<file path="src/rtl/module_piso_serializer_pkg.sv">
// Shared types and sizing helpers for the PISO serializer.
// Defining PISO_PARITY_EN appends an even-parity bit to every frame.
package piso_pkg;

    typedef enum logic {IDLE, SHIFT} piso_state_t;

`ifdef PISO_PARITY_EN
    localparam int PARITY_BITS = 1;
`else
    localparam int PARITY_BITS = 0;
`endif

    // Bits per frame is ancho + parity; the counter runs from frame length - 1 down to 0
    function automatic int piso_cnt_width(input int ancho, input int parity);
        return $clog2(ancho + parity);
    endfunction

endpackage

</file>
<file path="src/rtl/module_piso_serializer_if.sv">
// Load handshake and serial output bundle of the PISO serializer.
// master = word source / serial sink, slave = serializer.
interface module_piso_serializer_if #(parameter int ANCHO = 8);

    logic [ANCHO-1:0] data_in;
    logic             load_valid;
    logic             load_ready;
    logic             shift_en;
    logic             serial_out;
    logic             serial_valid;
    logic             serial_last;
    logic             done;

    modport master (
        output data_in, load_valid, shift_en,
        input  load_ready, serial_out, serial_valid, serial_last, done
    );

    modport slave (
        input  data_in, load_valid, shift_en,
        output load_ready, serial_out, serial_valid, serial_last, done
    );

endinterface

</file>
<file path="src/rtl/module_piso_serializer_bit_counter.sv">
// Loadable down-counter with zero flag; load wins over dec, dec stops at zero.
// Single-cycle update, no backpressure.
module module_piso_bit_counter #(
    parameter int W = 3
) (
    input  logic         clk,
    input  logic         rst,
    input  logic         load,
    input  logic [W-1:0] load_val,
    input  logic         dec,
    output logic [W-1:0] count,
    output logic         zero
);

    always_ff @(posedge clk or posedge rst) begin
        if (rst) begin
            count <= '0;
        end else if (load) begin
            count <= load_val;
        end else if (dec && (count != '0)) begin
            count <= count - W'(1);
        end
    end

    assign zero = (count == '0);

endmodule

</file>
<file path="src/rtl/module_piso_serializer.sv">
// Parallel-in serial-out transmitter; first bit valid the cycle after the load handshake.
// Busy (load_ready=0) for the whole frame; shift_en paces bits. PISO_PARITY_EN adds an even-parity bit.
module module_piso_serializer
    import piso_pkg::*;
#(
    parameter int ANCHO     = 8,
    parameter bit MSB_FIRST = 1'b0
) (
    input  logic                     clk,
    input  logic                     rst,
    module_piso_serializer_if.slave  bus
);

    localparam int NBITS = ANCHO + PARITY_BITS;
    localparam int CW    = piso_cnt_width(ANCHO, PARITY_BITS);

    piso_state_t      state, state_nxt;
    logic [NBITS-1:0] shreg;
    logic [NBITS-1:0] load_word;
    logic [CW-1:0]    cnt;
    logic             cnt_zero;
    logic             load_fire, shift_fire, last_fire;
    logic             done_q;

    // Parity rides in the shift register behind the data so it leaves after the last data bit
`ifdef PISO_PARITY_EN
    assign load_word = MSB_FIRST ? {bus.data_in, ^bus.data_in} : {^bus.data_in, bus.data_in};
`else
    assign load_word = bus.data_in;
`endif

    always_ff @(posedge clk or posedge rst) begin
        if (rst) begin
            state <= IDLE;
        end else begin
            state <= state_nxt;
        end
    end

    always_comb begin
        state_nxt  = state;
        load_fire  = 1'b0;
        shift_fire = 1'b0;
        last_fire  = 1'b0;
        case (state)
            IDLE: begin
                if (bus.load_valid) begin
                    load_fire = 1'b1;
                    state_nxt = SHIFT;
                end
            end
            SHIFT: begin
                if (bus.shift_en) begin
                    if (cnt_zero) begin
                        last_fire = 1'b1;
                        state_nxt = IDLE;
                    end else begin
                        shift_fire = 1'b1;
                    end
                end
            end
            default: state_nxt = IDLE;
        endcase
    end

    always_ff @(posedge clk or posedge rst) begin
        if (rst) begin
            shreg  <= '0;
            done_q <= 1'b0;
        end else begin
            done_q <= last_fire;
            if (load_fire) begin
                shreg <= load_word;
            end else if (shift_fire) begin
                shreg <= MSB_FIRST ? {shreg[NBITS-2:0], 1'b0} : {1'b0, shreg[NBITS-1:1]};
            end
        end
    end

    module_piso_bit_counter #(.W(CW)) u_cnt (
        .clk      (clk),
        .rst      (rst),
        .load     (load_fire),
        .load_val (CW'(NBITS - 1)),
        .dec      (shift_fire),
        .count    (cnt),
        .zero     (cnt_zero)
    );

    assign bus.load_ready   = (state == IDLE);
    assign bus.serial_valid = (state == SHIFT);
    assign bus.serial_out   = (state == SHIFT) && (MSB_FIRST ? shreg[NBITS-1] : shreg[0]);
    assign bus.serial_last  = (state == SHIFT) && cnt_zero;
    assign bus.done         = done_q;

endmodule

</file>
<file path="src/flat_wrapper.sv">
// flat-port wrapper written by rule: the top's interface ports become plain ports
module module_piso_serializer_flat import piso_pkg::*;
#(
    parameter int ANCHO     = 8,
    parameter bit MSB_FIRST = 1'b0
)
  (clk, rst, bus_data_in, bus_load_valid, bus_shift_en, bus_load_ready, bus_serial_out, bus_serial_valid, bus_serial_last, bus_done);
  module_piso_serializer_if #(.ANCHO(ANCHO)) bus_i ();
  input  logic clk;
  input  logic rst;
  input wire logic [$bits(bus_i.data_in)-1:0] bus_data_in;
  input wire logic [$bits(bus_i.load_valid)-1:0] bus_load_valid;
  input wire logic [$bits(bus_i.shift_en)-1:0] bus_shift_en;
  output wire logic [$bits(bus_i.load_ready)-1:0] bus_load_ready;
  output wire logic [$bits(bus_i.serial_out)-1:0] bus_serial_out;
  output wire logic [$bits(bus_i.serial_valid)-1:0] bus_serial_valid;
  output wire logic [$bits(bus_i.serial_last)-1:0] bus_serial_last;
  output wire logic [$bits(bus_i.done)-1:0] bus_done;
  assign bus_i.data_in = bus_data_in;
  assign bus_i.load_valid = bus_load_valid;
  assign bus_i.shift_en = bus_shift_en;
  assign bus_load_ready = bus_i.load_ready;
  assign bus_serial_out = bus_i.serial_out;
  assign bus_serial_valid = bus_i.serial_valid;
  assign bus_serial_last = bus_i.serial_last;
  assign bus_done = bus_i.done;
  module_piso_serializer #(.ANCHO(ANCHO), .MSB_FIRST(MSB_FIRST)) u_core (.clk(clk), .rst(rst), .bus(bus_i));
endmodule
</file>
<file path="config.mk">
export PLATFORM = sky130hd
export DESIGN_NAME = module_piso_serializer_flat
export DESIGN_NICKNAME = d
export VERILOG_FILES = /design/src/rtl/module_piso_serializer_pkg.sv /design/src/rtl/module_piso_serializer_if.sv /design/src/rtl/module_piso_serializer_bit_counter.sv /design/src/rtl/module_piso_serializer.sv /design/src/flat_wrapper.sv
export SDC_FILE = /design/constraint.sdc
export NUM_CORES = 1
export LEC_CHECK = 0
export CAP_MARGIN = 20
export CORE_MARGIN = 8
export CORE_UTILIZATION = 40
export DETAILED_ROUTE_END_ITERATION = 10
export PLACE_DENSITY = 0.64
export SYNTH_ARGS = -nofsm -noshare
export SYNTH_HDL_FRONTEND = slang
export SYNTH_SLANG_ARGS = --single-unit
</file>
<file path="constraint.sdc">
create_clock -name clk -period 3.6 [get_ports clk]
set_input_delay 0.54 -clock clk [delete_from_list [all_inputs] [get_ports clk]]
set_output_delay 0.54 -clock clk [all_outputs]
set_load 0.02 [all_outputs]
</file>
==> results.md, run 1 <==
* Final worst slack at 1.24 ns
* Worst hold slack at 0.518 ns
* Inserted Clock Buffers at 3
* Worst EP required at 3.06 ns
* H-tree Lvls at 1
* Detailed-route wire length per cell at 15.1 µm
* First-pass GRT wire length at 2.61 mm
* Mapped Avg Cell Area at 10.6 µm²
* Flops & latches, synth at 13
* Fin cells at 96
* I/O Pins at 17
* Crit path max fanout at 3
* Final GP Congestion at 0.722
* Slew HR at 53.2%
* Final WL at 1.45 mm
* Chip height at 56.9 µm
* Total power draw at 0.627 mW
* Vias in the first global route at 559
* Sw frac at 38.4%
* IO buf count at 16
* Die ar. at 0.00323 mm²
* Router iterations before antenna repair at 4
* Period utilisation layout at 65.6%
* Core ar. at 0.00154 mm²
* Final instance area at 855 µm²
* Crit path time final at 2.36 ns
* Max-slew violations at 0
* Placed cell count at 92
* Synth cell types at 27
* Post-Syn Area at 668 µm²
* Clk sinks at 13
* Int Power at 0.387 mW
* Worst skew pair latency at 0.28 ns
* Psw at 0.241 mW
* Post-DP Area at 828 µm²
* Hold Crit Depth at 2
* Hold_buf cts at 0
* Max Freq at 0.423 GHz
* Synth-to-layout area growth at 27.9%
* Combinational power share at 46.1%
* VDD IR max at 0.385 mV
* Outcome: completed
* FF-to-FF path depth at 5
* GRT Overall Usage at 9.76%
* DP HPWL at 1.05 mm
* Nature of the critical path endpoint: primary output
* Postcts setup bufs at 0
* Routed Antenna Nets at 0
* TritonCTS clock tree: yes
* Critical path class: reg2out
* Clock Tree Buf Depth at 2
* GRT overflow at 0
* Sequential area share after synthesis at 48.7%
* Setup violations, final at 0
* CP startpoint kind: flip-flop
* Initial antenna violation count at 0
* Iter 0 DRT Violations at 10
* Hold crit path type: reg2reg
* Antenna cells at 0
* Total number of vias at 529
* Share of cells above drive strength 1 at 10.0%
* Via/cell ratio at 5.51
* Worst clock skew at 0.00102 ns
* Largest net degree at the start of global routing at 14
* Reg2Reg Setup Slack at 1.93 ns
* Post-CTS Resized at 0
* Flop pwr share at 38.9%
* Clock network power share at 15.0%
* Total negative slack at 0 ns
* Leakage at 0.407 nW
* # DRC at 0
* Syn Nets at 77
* Arrival time of the worst setup path at 1.82 ns
* Max-Cap Viols at 0
* Clk slew on worst S/H paths at 0.08 ns
* Initial Util at 43.3%
* Pre-CTS setup slack at 1.54 ns
* Rows at 14
* Util after Layout at 55.4%
* Synthesis Warnings at 0
* Die Span X at 56.9 µm
* Worst Tran Pin Value at 0.700 ns
* Cells after Synth at 63
* Unrepaired setup endpoints after global routing: false
* Layout Nets at 95
* Pwr Density at 734 mW/mm²
* Final hold viol count at 0
* CTS Root Buffer Type: clkbuf_4
power by group through the flow:
| stage | Clock [mW] | Sequential, mW | Combinational [mW] |
|---|---|---|---|
| detailed placement | 0 | 0.247 | 0.292 |
| global route | 0.100 | 0.253 | 0.325 |
| finish | 0.0940 | 0.244 | 0.289 |
| global placement | 0 | 0.247 | 0.287 |
| CTS | 0.0959 | 0.244 | 0.293 |
| floorplan | 0 | 0.241 | 0.214 |
layout by cell type (no fill, tap or decap), drive strengths merged:
| master | n |
|---|---|
| o21ai | 3 |
| or2 | 1 |
| nor2 | 4 |
| o311ai | 1 |
| o221ai | 1 |
| clkbuf | 4 |
| o211a | 4 |
| and2 | 1 |
| o2111ai | 1 |
| inv | 7 |
| a2bb2oi | 1 |
| dfrtp | 13 |
| o41ai | 1 |
| a221o | 4 |
| o211ai | 2 |
| nor4b | 1 |
| mux2 | 1 |
| ha | 2 |
| nand2b | 1 |
| nand2 | 7 |
| nor2b | 2 |
| o22ai | 1 |
| clkdlybuf4s50 | 16 |
| nor3 | 1 |
worst max-delay path: stages, from the launching register on:
cell and delay (ns):
dfrtp_1 0.37, inv_1 0.10, ha_1 0.19, inv_1 0.08
nor3_1 0.17, clkdlybuf4s50_1 0.63
per-layer routing:
metal	vias up	GRT usage, %	part of all wire [%]	wire, µm
met4	0	5.03	1.3	19
met3	4	3.82	7.4	107
met1	241	12.5	50	725
met2	16	13.6	41	596
met5	-	0	0	0
li1	268	-	-	-
logic make-up (layout without fill, tap and decap cells):
kind of cell | after synthesis | in the layout | synth area share [%]
compound gates | 19 | 19 | 24.0
fa+ha+maj | 2 | 2 | 3.74
buf+inv | 10 | 27 | 6.93
flops | 13 | 13 | 48.7
mux | 1 | 1 | 1.69
simple gates | 18 | 18 | 15.0
synthesized netlist by cell type (all sizes together):
| cell type | n | share of area (%) |
|---|---|---|
| and2 | 1 | 0.94 |
| nor3 | 1 | 0.75 |
| nor2b | 2 | 2.2 |
| o22ai | 1 | 0.94 |
| o211ai | 2 | 2.2 |
| dfrtp | 13 | 49 |
| or2 | 1 | 1.3 |
| a2bb2oi | 1 | 1.3 |
| nand2b | 1 | 0.94 |
| ha | 2 | 3.7 |
| o21ai | 3 | 2.2 |
| o221ai | 1 | 1.3 |
| mux2 | 1 | 1.7 |
| a221o | 4 | 6.0 |
| o311ai | 1 | 1.3 |
| nor4b | 1 | 2.2 |
| clkbuf | 1 | 0.56 |
| o2111ai | 1 | 1.3 |
| nor2 | 4 | 2.2 |
| inv | 7 | 3.9 |
| o211a | 4 | 6.0 |
| o41ai | 1 | 1.3 |
| nand2 | 7 | 4.3 |
| buf | 2 | 2.4 |
sequential cells by signal, indices dropped and copies added (netlist names):
signal / count
u_core.bus.done: 1
u_core.bus.serial_valid: 1
u_core.shreg: 8
u_core.u_cnt.count: 3
worst paths after layout:
path | startpoint | endpoint
worst max register to register | u_core.u_cnt.count[0] | u_core.shreg[5]
worst min-delay path | u_core.u_cnt.count[1] | u_core.u_cnt.count[1]
worst min register to register | u_core.u_cnt.count[1] | u_core.u_cnt.count[1]
min in group asynchronous | rst | u_core.shreg[4]
max in group asynchronous | rst | u_core.shreg[7]
worst max-delay path | u_core.u_cnt.count[0] | bus_serial_last
cell type report:
class | count | area (µm²)
repair buffers | 16 | 160
multi-input cells | 40 | 297
well taps | 16 | 20.0
fillers | 145 | 687
clock buffers | 4 | 26.3
flip-flops and latches | 13 | 325
inverters | 7 | 26.3
(Power assumes the default switching activity.)
==> run 2: changes to the inputs <==
--- a/config.mk
+++ b/config.mk
@@ -9,7 +9,7 @@
 export CORE_MARGIN = 8
 export CORE_UTILIZATION = 40
 export DETAILED_ROUTE_END_ITERATION = 10
-export PLACE_DENSITY = 0.64
+export PLACE_DENSITY = 0.67
 export SYNTH_ARGS = -nofsm -noshare
 export SYNTH_HDL_FRONTEND = slang
 export SYNTH_SLANG_ARGS = --single-unit
==> constraint.sdc (replaced) <==
create_clock -name clk -period 2 [get_ports clk]
set_input_delay 0.3 -clock clk [delete_from_list [all_inputs] [get_ports clk]]
set_output_delay 0.3 -clock clk [all_outputs]
set_load 0.02 [all_outputs]
==> run 2 against run 1 <==
Highest routed layer unchanged. Hold slack worse by 0.16 ns. Non-clock buffer count up 2. Power up 81%. Via count down 1.1%. Sequential cell count unchanged. Critical path type unchanged. Global-route usage down 0.97 points.
==> results.md, run 2 (synthesized netlist as in run 1, its figures left out) <==
* IO buf count at 16
* Initial antenna violation count at 0
* Worst clock skew at 0.00150 ns
* Die ar. at 0.00323 mm²
* Antenna cells at 0
* Share of cells above drive strength 1 at 12.2%
* TritonCTS clock tree: yes
* Hold crit path type: in2async
* Chip height at 56.9 µm
* # DRC at 0
* Nature of the critical path endpoint: primary output
* CTS Root Buffer Type: clkbuf_4
* Clk slew on worst S/H paths at 0.08 ns
* Worst skew pair latency at 0.27 ns
* Setup violations, final at 0
* Via/cell ratio at 5.34
* Router iterations before antenna repair at 2
* Final GP Congestion at 0.691
* Routed Antenna Nets at 0
* Final WL at 1.40 mm
* Die Span X at 56.9 µm
* Max Freq at 0.545 GHz
* Arrival time of the worst setup path at 1.53 ns
* First-pass GRT wire length at 2.39 mm
* Initial Util at 43.3%
* Worst Tran Pin Value at 0.531 ns
* Most flops, register: u_core.shreg
* Period utilisation layout at 91.7%
* Crit path time final at 1.83 ns
* Slew HR at 64.6%
* Clk sinks at 13
* Final hold viol count at 0
* Crit-path most repeated cell: inv_1
* Post-CTS Resized at 1
* CP max-delay cell: dfrtp_1
* H-tree Lvls at 1
* Iter 0 DRT Violations at 7
* DP HPWL at 1.03 mm
* Unrepaired setup endpoints after global routing: false
* Crit-path max cell delay at 0.37 ns
* Crit path max fanout at 3
* Postcts setup bufs at 0
* VDD IR max at 0.713 mV
* Worst EP required at 1.70 ns
* Inserted Clock Buffers at 3
* Max reg flops at 8
* CP Cell Sequence: inv_1 -> ha_1 -> inv_1 -> nor3_1 -> dlygate4sd2_1
* Fillers at 157
* Most common cell after layout, fill and taps aside: clkdlybuf4s50_1
* Final instance area at 868 µm²
* Pwr Density at 1310 mW/mm²
* Biggest regs: u_core.shreg (8), u_core.u_cnt.count (3)
* Detailed-route wire length per cell at 14.3 µm
* Total negative slack at 0 ns
* Core ar. at 0.00154 mm²
* Max-slew violations at 0
* Most frequent cells in the layout: 15 x clkdlybuf4s50_1, 13 x dfrtp_1, 7 x inv_1, 6 x nand2_1
* Post-DP Area at 843 µm²
* Clock Tree Buf Depth at 2
* Total number of vias at 523
* Outcome: completed
* GRT Overall Usage at 8.78%
* Max-Cap Viols at 0
* Leakage at 0.421 nW
* Vias in the first global route at 549
* Critical path class: reg2out
* Rows at 14
* CP startpoint kind: flip-flop
* I/O Pins at 17
* Largest net degree at the start of global routing at 14
* Synth-to-layout area growth at 30.0%
* Layout Nets at 97
* Hold_buf cts at 0
* GRT overflow at 0
-- run 2: changes by cell type in the layout (fill, tap and decap cells not counted) --
cell / previous run / this run
clkdlybuf4s50_1: 16 / 15
buf_4: 0 / 2
dlygate4sd2_1: 0 / 1
-- run 2: path summary, 6_finish.rpt --
path / start / end / slack, ns / depth (start not counted)
max in group asynchronous: rst / u_core.u_cnt.count[1] / 1.29 / 2
min reg2reg: u_core.u_cnt.count[1] / u_core.u_cnt.count[1] / 0.51 / 2
max reg2reg: u_core.u_cnt.count[0] / u_core.shreg[5] / 0.31 / 5
min: rst / u_core.shreg[4] / 0.35 / 2
min in group clk: u_core.u_cnt.count[1] / u_core.u_cnt.count[1] / 0.51 / 2
max: u_core.u_cnt.count[0] / bus_serial_last / 0.17 / 5
-- run 2: per-stage QoR --
step	setup WS, ns	util, %	instances	power (mW)	hold WS, ns
floorplan	0.387	-	63	0.819	0.177
global route	0.0510	56.3	98	1.23	0.393
CTS	0.156	56.3	98	1.15	0.364
global placement	0.229	54.7	94	0.979	0.493
finish	0.166	56.3	98	1.14	0.354
detailed placement	0.182	54.7	94	0.986	0.498
-- run 2: cell type report --
cell class / instances / area (µm²) / share of cell area, %
well taps: 16 / 20.0 / 2.31
repair buffers: 18 / 174 / 20.0
flip-flops and latches: 13 / 325 / 37.5
inverters: 7 / 26.3 / 3.03
clock buffers: 4 / 26.3 / 3.03
multi-input cells: 40 / 297 / 34.1
-- run 2: power by group --
part,internal [mW],switching (mW)
Clock,0.0772,0.0899
Sequential,0.366,0.0612
Combinational,0.261,0.282
Total,0.704,0.433
-- run 2: routing by layer --
| layer | up-vias | routed length [µm] | track usage, % |
|---|---|---|---|
| li1 | 267 | - | - |
| met1 | 241 | 748 | 11.9 |
| met2 | 13 | 551 | 12.1 |
| met3 | 2 | 88 | 3.60 |
| met4 | 0 | 9 | 3.02 |
| met5 | - | 0 | 0 |
-- run 2: critical path, delay by kind of cell, from the launching register on --
kind,cells,cell delay (ns)
adders and majority gates,1,0.19
and+or+nand+nor,1,0.16
DFF,1,0.37
buffers and inverters,3,0.53
==> run 3: changes to the inputs <==
--- a/config.mk
+++ b/config.mk
@@ -7,9 +7,10 @@
 export LEC_CHECK = 0
 export CAP_MARGIN = 20
 export CORE_MARGIN = 8
-export CORE_UTILIZATION = 40
+export CORE_UTILIZATION = 41
 export DETAILED_ROUTE_END_ITERATION = 10
-export PLACE_DENSITY = 0.67
+export GPL_ROUTABILITY_DRIVEN = 1
+export PLACE_DENSITY = 0.68
 export SYNTH_ARGS = -nofsm -noshare
 export SYNTH_HDL_FRONTEND = slang
 export SYNTH_SLANG_ARGS = --single-unit
==> run 3 against run 2 <==
Register-to-register slack improved by 0.04 ns. First-iteration DRC count fell by 29%. Sequential share of layout area did not move. Critical endpoint is now bus_serial_out.
==> results.md, run 3 (synthesized netlist as in run 1, its figures left out) <==
* Outcome: completed
* Max-slew violations at 0
* VDD IR max at 0.559 mV
* Chip height at 56.4 µm
* Antenna cells at 0
* Nature of the critical path endpoint: primary output
* FF-to-FF path depth at 5
* Worst Tran Pin Value at 0.500 ns
* Max reg flops at 8
* Total power draw at 1.13 mW
* Most flops, register: u_core.shreg
* Via/cell ratio at 5.42
* Final hold viol count at 0
* Share of cells above drive strength 1 at 12.2%
* Fillers at 141
* TritonCTS clock tree: yes
* Worst R2R Start: u_core.u_cnt.count[0]
* Arrival time of the worst setup path at 1.50 ns
* Worst clock skew at 0.00247 ns
* Worst EP required at 1.70 ns
* # DRC at 0
* Total negative slack at 0 ns
* Endpoint of the worst register-to-register path: u_core.shreg[6]
* GRT overflow at 0
* H-tree Lvls at 1
* Final GP Congestion at 0.812
* Final WL at 1.40 mm
* Worst Setup SP: u_core.bus.serial_valid
* Worst skew pair latency at 0.27 ns
* Leakage at 0.421 nW
* Hold crit path type: in2async
* Max Freq at 0.555 GHz
* Initial Util at 43.8%
* Reg2Reg Setup Slack at 0.35 ns
* Inserted Clock Buffers at 3
* Max-Cap Viols at 0
* Critical Path Sink: bus_serial_out
* Layout Nets at 97
* Core ar. at 0.00152 mm²
* Slew HR at 66.6%
* Clock Tree Buf Depth at 2
* Initial antenna violation count at 0
* CP startpoint kind: flip-flop
* Critical path class: reg2out
* Period utilisation layout at 90.1%
* Total number of vias at 531
* Rows at 14
* IO buf count at 16
* Hold_buf cts at 0
* Unrepaired setup endpoints after global routing: false
* Iter 0 DRT Violations at 5
* DP HPWL at 1.10 mm
* Most common cell after layout, fill and taps aside: clkdlybuf4s50_1
* Die ar. at 0.00318 mm²
* Synth-to-layout area growth at 30.0%
* I/O Pins at 17
* Die Span X at 56.4 µm
* CTS Root Buffer Type: clkbuf_4
* Crit path time final at 1.80 ns
* Routed Antenna Nets at 0
* Detailed-route wire length per cell at 14.3 µm
* GRT Overall Usage at 9.47%
* Router iterations before antenna repair at 4
* Clk sinks at 13
* Crit path max fanout at 8
* Largest net degree at the start of global routing at 14
* Clk slew on worst S/H paths at 0.08 ns
* Setup violations, final at 0
* Biggest regs: u_core.shreg (8), u_core.u_cnt.count (3)
* First-pass GRT wire length at 2.46 mm
* Vias in the first global route at 569
* Pwr Density at 1310 mW/mm²
* Most frequent cells in the layout: 15 x clkdlybuf4s50_1, 13 x dfrtp_1, 7 x inv_1, 6 x nand2_1
==> run 3: cell counts in the layout (fill, tap and decap cells not counted) <==
No cell type changed its count.
==> run 3: worst min-delay path by stage <==
| stage | start | to | slack [ns] | cells after the start |
|---|---|---|---|---|
| 5_1_grt | rst | u_core.u_cnt.count[2] | 0.40 | 2 |
| 6_report | rst | u_core.bus.done | 0.35 | 2 |
| 3_3_place_gp | u_core.shreg[6] | u_core.shreg[5] | 0.49 | 1 |
| 3_5_place_dp | u_core.shreg[6] | u_core.shreg[5] | 0.50 | 1 |
| 4_1_cts | rst | u_core.bus.done | 0.36 | 2 |
| 2_1_floorplan | rst | u_core.bus.done | 0.18 | 1 |
==> run 3: final cells by class <==
class	instances	area (µm²)	area share [%]
inverters	7	26.3	3.03
multi-input cells	40	297	34.1
repair buffers	18	174	20.0
clock buffers	4	26.3	3.03
flip-flops and latches	13	325	37.5
well taps	16	20.0	2.31
==> run 3: where the power goes <==
group          leakage (nW)  switching, mW  total, mW  internal (mW)
clock                0.0150         0.0865      0.164         0.0772
combinational         0.242          0.284      0.545          0.261
sequential            0.164         0.0588      0.425          0.366
total                 0.421          0.429       1.13          0.704
==> run 3: worst max-delay path: stages (launching register included) <==
cell and delay (ns):
dfrtp_1 0.35, buf_4 0.15, and2_1 0.14, clkdlybuf4s50_1 0.60
==> run 3: what timing repair did <==
| action | in CTS | in global routing |
|---|---|---|
| endpoints found under the setup margin | 1 | 0 |
| buffers inserted | 0 | 0 |
| resized for setup | 1 | 0 |
==> run 3: per-layer routing <==
layer | GRT usage, % | vias up | share of wire, %
met2 | 13.8 | 15 | 44
met5 | 0 | - | 0
met3 | 4.94 | 0 | 7.1
met4 | 3.09 | 0 | 0
met1 | 11.7 | 244 | 49
li1 | - | 272 | -
==> run 3: per-stage QoR <==
stage / util [%] / area [µm²] / std cells / worst slack, ns / hold slack (ns)
final: 57.0 / 868 / 98 / 0.198 / 0.350
after CTS: 57.0 / 868 / 98 / 0.179 / 0.361
after detailed placement: 55.3 / 843 / 94 / 0.203 / 0.495
after global placement: 55.3 / 843 / 94 / 0.224 / 0.488
after floorplan: - / 668 / 63 / 0.387 / 0.177
after global routing: 57.0 / 868 / 98 / 0.0175 / 0.403
==> patch, RTL diff (settings of run 2) <==
Add a define of `PISO_PARITY_EN`.
--- a/src/rtl/module_piso_serializer_pkg.sv
+++ b/src/rtl/module_piso_serializer_pkg.sv
@@ -1,5 +1,7 @@
 // Shared types and sizing helpers for the PISO serializer.
 // Defining PISO_PARITY_EN appends an even-parity bit to every frame.
+`define PISO_PARITY_EN
+
 package piso_pkg;
 
     typedef enum logic {IDLE, SHIFT} piso_state_t;
Function: changed (a bounded check fails within 10 cycles, from zero or initial values and one cycle with rst high).
==> patch against run 2 <==
  * Setup slack got worse by 0.029 ns
  * Sequential cell count increased by 2
  * Wire length increased by 19%
  * Clock power increased by 7%
  * Power increased by 14%
  * Die area increased by 14%
  * Non-clock buffer count increased by 1
  * Sequential power increased by 22%
  * Count of clock-buffer cells in the layout decreased by 1
  * Synthesized area increased by 19%
  * Final area increased by 18%
  * Critical endpoint unchanged
  * Largest power group unchanged
==> patch: results (changes against run 2) <==
| Metric | Value |
|---|---|
| I/O Buffers | `16 (unchanged)` |
| Least-Margin Pin Slew | `0.577 ns (+0.0458 ns)` |
| Outcome | `finished clean` |
| Largest registers | `u_core.shreg (9), u_core.u_cnt.count (4)` |
| Largest net degree at the start of global routing | `17 (+3)` |
| First-pass detailed-route iteration total | `2 (unchanged)` |
| Routed WL per cell | `12.4 µm (-13%)` |
| Clk_lat worst skew | `0.29 ns (+0.02 ns)` |
| Initial antenna violation count | `0 (unchanged)` |
| Clock transition at path regs | `0.10 ns (+0.02 ns)` |
| Total CTS buffers | `3 (unchanged)` |
| Register area share after synthesis | `0.470 (-0.0167)` |
| Static leakage | `0.452 nW (+7.3%)` |
| GRT Overall Usage | `0.0990 (+0.0111)` |
| Largest cells by area after synthesis | `dfrtp_1 47%, nand2_1 7.1%, xnor2_1 6.6%, nor2_1 5.6%, a31oi_1 5.5%` |
| Via/cell ratio | `4.93 (-7.6%)` |
| Dpl ws | `0.168 ns (-0.0146 ns)` |
| Peak supply drop | `512 µV (-28%)` |
| WL final | `1.66 mm (+19%)` |
| Syn Nets | `101 (+31%)` |
| Critical Path AT | `1.56 ns (+0.03 ns)` |
| Number of global-route vias before repair | `657 (+20%)` |
| Post-DP Area | `995 µm² (+18%)` |
| Global-route wire length before repair | `2.73 mm (+14%)` |
| Antenna fix cells | `0 (unchanged)` |
| Largest stage delay, worst path | `0.40 ns (+0.03 ns)` |
| H-Tree Level Count | `1 (unchanged)` |
| Layout cells sized above 1 | `0.0841 (-0.0378)` |
| Dpl hpwl | `1.29 mm (+26%)` |
| Netlist cell types | `25 (-7.4%)` |
| Inst Count DP | `130 (+38%)` |
| Final Wtd Congestion | `0.700 (+1.3%)` |
| Iteration-0 DRC Markers | `7 (unchanged)` |
| Pwr/cell area | `1270 nW/µm² (-3.2%)` |
| Post-synth top cells | `15 x dfrtp_1, 15 x nand2_1, 12 x nor2_1` |
| CP max FO | `3 (unchanged)` |
| Nets | `122 (+26%)` |
| Worst clock skew | `0.0146 ns (+0.0131 ns)` |
| Mapped Cells | `87 (+38%)` |
| Slowest CP cell | `dfrtp_1` |
| Hold Crit Class | `input pin to asynchronous set/reset pin` |
patch: changes by cell type after synthesis, sizes merged, moves of 2 or more:
| cell | delta |
|---|---|
| o211ai | -2 |
| nor2 | +8 |
| a21oi | +2 |
| or3 | +2 |
| nor3b | +2 |
| a221o | -4 |
| nand2 | +8 |
| xnor2 | +6 |
| o211a | -4 |
| dfrtp | +2 |
| a31oi | +7 |
| xor2 | +2 |
patch: worst paths after layout:
| kind | from | end | slack, ns | cells after the start |
|---|---|---|---|---|
| worst max-delay path | u_core.u_cnt.count[0] | bus_serial_last | 0.14 | 5 |
| worst min-delay path | rst | u_core.shreg[1] | 0.35 | 2 |
| worst max register to register | u_core.u_cnt.count[0] | u_core.shreg[0] | 0.39 | 7 |
| worst min register to register | u_core.u_cnt.count[0] | u_core.u_cnt.count[0] | 0.49 | 1 |
| max in group asynchronous | rst | u_core.u_cnt.count[0] | 1.25 | 2 |
| min in group clk | u_core.u_cnt.count[0] | u_core.u_cnt.count[0] | 0.49 | 1 |
patch: final cells by class:
cell class                 instances  area, µm²
clock buffer                       3       22.5
clock inverter                     1       5.00
fill                             195        901
inverter                           6       22.5
multi-input combinational         63        380
sequential                        15        375
tap                               27       33.8
timing repair buffer              19        181
patch: power by group:
| part | internal (mW) | switching [mW] |
|---|---|---|
| clock network | 0.0743 | 0.105 |
| logic | 0.283 | 0.310 |
| registers | 0.435 | 0.0870 |
patch: what timing repair did:
item / CTS / global route
hold buffers: 0 / 0
endpoints found under the setup margin: 1 / 0
resized for setup: 1 / 0
patch: cell families (layout without fill, tap and decap cells):
kind of cell,after synthesis,count (layout),share of synthesized area
AOI/OAI and AO/OA,14,14,0.114
xor gates and xnor gates,8,8,0.0878
adders and majority gates,2,2,0.0313
buffers and inverters,9,29,0.0533
DFF,15,15,0.470
muxes,1,1,0.0125
and+or+nand+nor,38,38,0.230
patch: layer usage:
metal / GRT usage / vias to the layer above / routed length (µm)
met5: 0 / - / 0
met4: 0.0698 / 0 / 38
met3: 0.0148 / 4 / 66
met2: 0.163 / 13 / 801
met1: 0.114 / 318 / 758
li1: - / 326 / -
